===== config.mk =====
export PLATFORM = sky130hd
export DESIGN_NAME = stack_unit
export DESIGN_NICKNAME = d
export VERILOG_FILES = /design/src/rtl/stack_pkg.sv /design/src/rtl/stack_ram.sv /design/src/rtl/stack_unit.sv
export SDC_FILE = /design/constraint.sdc
export NUM_CORES = 1
export LEC_CHECK = 0
export CORE_MARGIN = 10
export CORE_UTILIZATION = 45
export DETAILED_ROUTE_END_ITERATION = 6
export PLACE_DENSITY = 0.63
export SLEW_MARGIN = 15
export SYNTH_ARGS = -nofsm -noshare
export SYNTH_HDL_FRONTEND = slang
export SYNTH_SLANG_ARGS = --single-unit

===== constraint.sdc =====
create_clock -name clk -period 3 [get_ports clk]
set_input_delay 0.3 -clock clk [delete_from_list [all_inputs] [get_ports clk]]
set_output_delay 0.3 -clock clk [all_outputs]
set_load 0.02 [all_outputs]

===== src/rtl/stack_pkg.sv =====
// Shared defaults and the strobe-decode enum for the operand stack.
package stack_pkg;

  localparam int STK_WIDTH = 8;
  localparam int STK_DEPTH = 16;

  typedef enum logic [2:0] {
    STK_NOP,
    STK_PUSH,
    STK_POP,
    STK_TOS,
    STK_REPL
  } stk_op_e;

endpackage


===== src/rtl/stack_ram.sv =====
// Stack storage: synchronous write, asynchronous read, no reset on contents.
module stack_ram #(
  parameter int WIDTH = 8,
  parameter int DEPTH = 16,
  localparam int ADDR_W = $clog2(DEPTH)
) (
  input  logic              clk,
  input  logic              we,
  input  logic [ADDR_W-1:0] waddr,
  input  logic [WIDTH-1:0]  wdata,
  input  logic [ADDR_W-1:0] raddr,
  output logic [WIDTH-1:0]  rdata
);

  logic [WIDTH-1:0] mem [DEPTH];

  always_ff @(posedge clk) begin
    if (we) mem[waddr] <= wdata;
  end

  assign rdata = mem[raddr];

endmodule


===== src/rtl/stack_unit.sv =====
// Operand stack: owns the stack pointer, registered top-of-stack output,
// strobe decode and sticky overflow/underflow flags.
module stack_unit
  import stack_pkg::*;
#(
  parameter int WIDTH = STK_WIDTH,
  parameter int DEPTH = STK_DEPTH,
  localparam int PTR_W = $clog2(DEPTH)
) (
  input  logic             clk,
  input  logic             rst,
  input  logic             push,
  input  logic             pop,
  input  logic             tos,
  input  logic [WIDTH-1:0] din,
  input  logic             clr_err,
  output logic [WIDTH-1:0] dout,
  output logic [PTR_W:0]   count,
  output logic             empty,
  output logic             full,
  output logic             ovf,
  output logic             unf
);

  // Strobes are single-cycle commands with no handshake: each asserted
  // strobe is acted on at the next rising edge, and dout is valid the cycle after.

  logic [PTR_W:0]   sp, sp_nxt;
  logic [WIDTH-1:0] dout_nxt;
  logic             set_ovf, set_unf;
  logic             we;
  logic [PTR_W-1:0] waddr, raddr;
  logic [WIDTH-1:0] top;
  stk_op_e          op;

  assign count = sp;
  assign empty = (sp == '0);
  assign full  = (sp == (PTR_W+1)'(DEPTH));

  // Low bits of sp minus one addresses the top entry, including sp==DEPTH.
  assign raddr = sp[PTR_W-1:0] - PTR_W'(1);

  stack_ram #(.WIDTH(WIDTH), .DEPTH(DEPTH)) u_ram (
    .clk   (clk),
    .we    (we),
    .waddr (waddr),
    .wdata (din),
    .raddr (raddr),
    .rdata (top)
  );

  always_comb begin
    op = STK_NOP;
    if (push && pop)  op = STK_REPL;
    else if (pop)     op = STK_POP;
    else if (push)    op = STK_PUSH;
    else if (tos)     op = STK_TOS;
  end

  always_comb begin
    we       = 1'b0;
    waddr    = sp[PTR_W-1:0];
    sp_nxt   = sp;
    dout_nxt = dout;
    set_ovf  = 1'b0;
    set_unf  = 1'b0;
    case (op)
      STK_REPL: begin
        we = 1'b1;
        if (empty) begin
          sp_nxt  = sp + 1'b1;
          set_unf = 1'b1;
        end else begin
          waddr    = raddr;
          dout_nxt = top;
        end
      end
      STK_PUSH: begin
        // push+tos snapshots the pre-push top before the push lands.
        if (tos) begin
          if (empty) set_unf = 1'b1;
          else       dout_nxt = top;
        end
        if (full) begin
          set_ovf = 1'b1;
        end else begin
          we     = 1'b1;
          sp_nxt = sp + 1'b1;
        end
      end
      STK_POP: begin
        if (empty) begin
          set_unf = 1'b1;
        end else begin
          dout_nxt = top;
          sp_nxt   = sp - 1'b1;
        end
      end
      STK_TOS: begin
        if (empty) set_unf = 1'b1;
        else       dout_nxt = top;
      end
      default: ;
    endcase
  end

  always_ff @(posedge clk or posedge rst) begin
    if (rst) begin
      sp   <= '0;
      dout <= '0;
      ovf  <= 1'b0;
      unf  <= 1'b0;
    end else begin
      sp   <= sp_nxt;
      dout <= dout_nxt;
      ovf  <= set_ovf | (ovf & ~clr_err);
      unf  <= set_unf | (unf & ~clr_err);
    end
  end

endmodule


# --- Yosys cells after proc, flatten, opt, wreduce, memory -nomap -nowiden ---
# Memory sizes are Yosys's and may differ from the RTL's.
# Cells that the tools add are included.
op_classes:
  n_addsub: 3
  n_eq_ne: 9
  n_mux: 22
  bitwise_logic: 5
  n_reduce_logical: 7
ops:
  columns: ["operator", "n"]
  rows:
  - ["8-bit 2-to-1 mux", 2]
  - ["8-bit case mux with 2 select lines", 1]
  - ["5-bit 2-to-1 mux", 3]
  - ["5-bit case mux with 3 select lines", 1]
  - ["4-bit 2-to-1 mux", 2]
  - ["2-bit != test, second input constant", 4]
  - ["1-bit 2-to-1 mux", 7]
  - ["3-bit by 2-bit equality test with 1-bit output, second input constant", 2]
  - ["2-bit 2-to-1 mux", 3]
  - ["5-bit by 1-bit adder with 5-bit output, second input constant", 1]
  - ["5-bit equality test, second input constant", 1]
  - ["5-bit logical NOT", 1]
  - ["5-bit by 1-bit subtractor with 5-bit output, second input constant", 1]
  - ["1-bit case mux with 2 select lines", 2]
  - ["4-bit AND reduction", 1]
  - ["4-bit by 1-bit subtractor with 4-bit output, second input constant", 1]
  - ["3-bit by 1-bit equality test with 1-bit output, second input constant", 1]
  - ["3-bit equality test, second input constant", 1]
  - ["3-bit 2-to-1 mux", 1]
  - ["3-bit nonzero test", 1]
  - ["3-bit OR reduction", 1]
  - ["1-bit AND", 2]
  - ["1-bit bitwise OR", 2]
  - ["2-bit AND reduction", 1]
  - ["3 further kinds", 3]
word_totals:
  regBits: 15
  mem_bits_rw: 128
  in_bits: 14
  out_inout_bits: 17
  elab_cells: 51
  mem_count: 1
memory_table:
  columns: ["name", "words", "width", "read_ports", "rd_ports_with_merged_regs", "write_ports", "line_no", "rtl"]
  rows:
  - ["u_ram.mem", 16, 8, 1, 0, 1, "stack_ram.sv:15", "logic [WIDTH-1:0] mem [DEPTH];"]

# --- Longest topological paths before layout ---
logic_depth:
  ltp_word: 8
  depth_mapped: 10

# --- By module ---
# A second synthesis with hierarchy kept.
hier_totals:
  cells_unflattened: 306
  hier_area_um2: 5906.9
by_module_without_submodules:
  columns: ["mod", "n_inst", "cells_per_inst", "area_per_inst_um2", "seq_area_each_um2"]
  rows:
  - ["stack_ram", 1, 221, 4987.3, 3843.7]
  - ["stack_unit", 1, 85, 919.6, 375.4]

# --- Least setup slack after synthesis ---
# No wires, ideal clock.
synth_path:
  path_kind: "register to register"
  start: "register sp[0] (netlist: count[0])"
  end: "memory u_ram.mem[9][0] (enable)"
  setup_ns: 0.370
  arrival_ns: 2.707
  path_slack_ns: -0.078
  stages_incl_launch_ff: 10
  path_buffers: 3
  path_cell_list: "dfrtp_1 > buf_2 > clkinv_1 > ha_1 > or4b_4 > buf_6 > and3_4 > buf_6 > a211o_1 > nor2_1"
synth_rtl:
  columns: ["item", "line_no", "rtl"]
  rows:
  - ["start, declared", "stack_unit.sv:28", "logic [PTR_W:0] sp, sp_nxt;"]
  - ["start signal, assigned", "stack_unit.sv:114", "sp <= sp_nxt;"]
  - ["4-bit by 1-bit subtractor with 4-bit output", "stack_unit.sv:41", "assign raddr = sp[PTR_W-1:0] - PTR_W'(1);"]
  - ["named net raddr[0]", "stack_unit.sv:32", "logic [PTR_W-1:0] waddr, raddr;"]
  - ["4-bit 2-to-1 mux", "stack_unit.sv:70", "if (empty) begin"]
  - ["4-bit 2-to-1 mux", "stack_unit.sv:67", "case (op)"]
  - ["end, declared", "stack_ram.sv:15", null]
# The timed path passes the listed nets, and every way through them passes these cells.

# --- Worst setup path in the final report ---
layout_path:
  start: "register sp[1] (netlist: count[1])"
  end: "memory u_ram.mem[2][2] (enable)"
layout_between:
  elab_chain_cells: 5
layout_rtl:
  columns: ["item", "line_no", "rtl"]
  rows:
  - ["5-bit equality test", "stack_unit.sv:38", "assign full = (sp == (PTR_W+1)'(DEPTH));"]
  - ["1-bit 2-to-1 mux", "stack_unit.sv:84", "if (full) begin"]
  - ["1-bit case mux with 2 select lines", "stack_unit.sv:67", null]
  - ["1-bit 2-to-1 mux", "stack_ram.sv:18", "if (we) mem[waddr] <= wdata;"]
  - ["1-bit 2-to-1 mux (implied by the code)", "stack_ram.sv:18", null]
# Parallel ways exist; a longest one is shown, timed or not.

==> results.md <==
- Worst-margin pin slew: ~840 ps
- Cell Area, Synth: 5940 um2
- Final ANT Viol Nets: 0
- PD cells: approximately 1100 nW/um2
- Fin util: 55.9%
- Max VDD drop: 0.000406 V
- Root buffer cell: clkbuf_16
- CTS tree: built
- Initial Util: 46.5%
- Worst setup SP type: register
- Die area: about 18000 um2
- CTS Hold Buffers Added: 0
- First-pass GRT wire length: 21900 um
- GRT Residual Overflow: 0
- Net Sw Frac: 37.0%
- FF-to-FF path depth: 7
- RR Startpoint: count[1]
- Post-synth net total: 432
- CTS clk-pin slew, worst paths: 60 ps
- Post_cts resized: 0
- Clk pwr share: a little over a quarter
- Status: finished, final reports clean
- CP Class: register to register
- NetSw: 2960 uW
- Post-synthesis average cell area: 14.4 um2
- Initial antenna violation count: 0
- Max Fclk: 0.375 GHz
- Crit path DAT: roughly 2700 ps
- Placer congestion estimate: 0.815
- Vias per std cell: 5.56
- Boundary Pins: 31
- Number of diodes: 0
- H-tree levels: 4
- Post-synth top area cell: edfxtp_1
- Largest net degree at the start of global routing: 33
- Placed cell area: 6550 um2
- Seq/Total Area, Yosys: roughly 70%
- RSZ-0062 raised after global routing: no
- Slew margin rel.: between 40% and 50%
- Minimum clock period after layout: 2670 ps
- Comb pwr share: 41.0%
- Setup violators final: 0
- Internal power: 5030 uW
- Fin Setup TNS: 0 ps
- Post-synth EDFFs: 128
- TritonRoute pass-1 iters: 5
- Tcrit/Tclk final: 88.9%
- Total power draw: 7990 uW
- Share of layout cells above drive strength 1: 13.2%
- Pre-CTS WS: 338 ps
- Clk sinks: between 100 and 150
- DR WL/cell: 21.4 um
- Setup ws final: 333 ps
- Initial drt markers: 325
- DIE HEIGHT: 135 um
- Reg power frac: 32.5%
- DP Wirelength: roughly 9000 um
- Seq cells post-synth: roughly 140
- Total GRT Usage: 16.2%
- Worst EP required: just over 3000 ps
- Max-cap violations: 0
- CORE AREA: between 10000 and 15000 um2
- Syn Inst Count: between 400 and 500
- R2R Setup Slk: 330 ps
- Clk_skew: about 10 ps
- Via count: 3608
- Routed Wire Length: 13900 um
- Max clock buf depth: 2
- Nature of the critical path endpoint: register
- Layout net count: 484
- Hold Path Class: input pin to async pin
- Yosys cell types: 41
- Synth-to-layout area growth: 20.3%
- Reg2reg end: u_ram.mem[2][2]
- Max-slew violation count: 0
- Post-CTS Setup Inserts: 0
- Die width: 135 um
- Ys Warns: 0
- TritonCTS Buffers: 17
- DR DRC count: 0
- PortBufs: 30
- Worst-Skew Late Latency: 420 ps
- Number of global-route vias before repair: 3763
- Synth area leaders: edfxtp_1, dfrtp_1, mux2i_1
- Primary FF master, synth: edfxtp_1
- Asr flop ratio synth: 10.5%
- Row count: 41
- Share of the synthesized area in the top cell type: about two thirds
- Leakage: 0.00256 uW
- Final instance area: 7150 um2
- Worst-path maximum fanout: 8
- Fin. Hold Viols: 0
through the flow:
stage | hold WS [ps] | std cells
after floorplan | 201 | 412
after global placement | 473 | 617
after detailed placement | 475 | 617
after CTS | 285 | 649
after global routing | 347 | 649
final | 283 | 649
Yosys cell counts (2+ instances only):
master,count
a21oi_1,4
a22oi_1,15
a31oi_1,5
a32oi_1,15
buf_1,5
buf_2,4
buf_6,3
clkbuf_1,6
dfrtp_1,15
edfxtp_1,128
ha_1,5
inv_1,11
mux2i_1,37
mux4_2,2
nand2_1,64
nand3_1,19
nand4_1,8
nor2_1,25
nor2b_1,2
nor3_1,5
o21ai_0,7
or3_1,2
xnor2_1,7
cells by family after synthesis:
family | after synthesis | share of synthesized area (%)
flip-flops | 143 | 71.0
AND/OR/NAND/NOR | 129 | 9.62
AO/OA/AOI/OAI | 57 | 7.31
multiplexers | 39 | 6.99
buffers and inverters | 30 | 2.36
XOR/XNOR | 8 | 1.31
adder cells (fa/ha/maj) | 6 | 1.39
flip-flops by register name (all words and copies together), names as in the netlist:
register / cells
ovf: 1
count: 5
unf: 1
dout: 8
u_ram.mem: 128
worst max path at each step:
stage	startpoint	end	slack (ps)
after floorplan	count[0]	u_ram.mem[9][0]	-80
after global placement	count[1]	u_ram.mem[2][2]	380
after detailed placement	count[1]	u_ram.mem[2][5]	340
after CTS	count[1]	empty	320
after global routing	count[1]	u_ram.mem[13][5]	130
final	count[1]	u_ram.mem[2][2]	330
routing by layer:
layer / vias up / track usage [%] / wire (um)
met1: 1816 / 20.1 / 6050
met4: 0 / 7.13 / 349
met5: - / 0 / 0
met3: 25 / 4.34 / 625
met2: 99 / 26.1 / 6850
li1: 1668 / - / -
critical path, cell delays in order, from the launching register on:
cell and delay, ps:
dfrtp_1 370, inv_1 120, ha_2 220, or4b_4 510, nand3_1 230, a21oi_1 60
or3_1 420, nor2_2 400
power groups by stage:
stage	combinational, uW	sequential [uW]	clock (uW)
final	3280	2590	2120
after CTS	3270	2590	2150
after detailed placement	3250	2630	0
after floorplan	2050	2730	0
after global routing	3560	2620	2250
after global placement	3220	2620	0
area by class of cell:
class,instances,area (um2)
sequential,143,4220
multi-input combinational,239,1610
fill,1018,5630
inverter,12,45.0
clock inverter,10,134
clock buffer,22,464
tap,172,215
timing repair buffer,51,458
placed cells by master, fill, tap and decap left out, types with 4 or more instances in the layout:
cell / instances
clkinv_2: 4
a31oi_1: 5
a32oi_1: 15
buf_4: 21
a22oi_1: 15
clkbuf_16: 17
dfrtp_1: 15
mux2i_1: 37
clkdlybuf4s50_1: 30
edfxtp_1: 128
nand2_1: 64
inv_1: 11
ha_1: 4
nor2_1: 22
nand4_1: 8
nand3_1: 19
a21oi_1: 4
nor3_1: 5
o21ai_0: 7
xnor2_1: 6
Power figures use the tool's default switching activity.
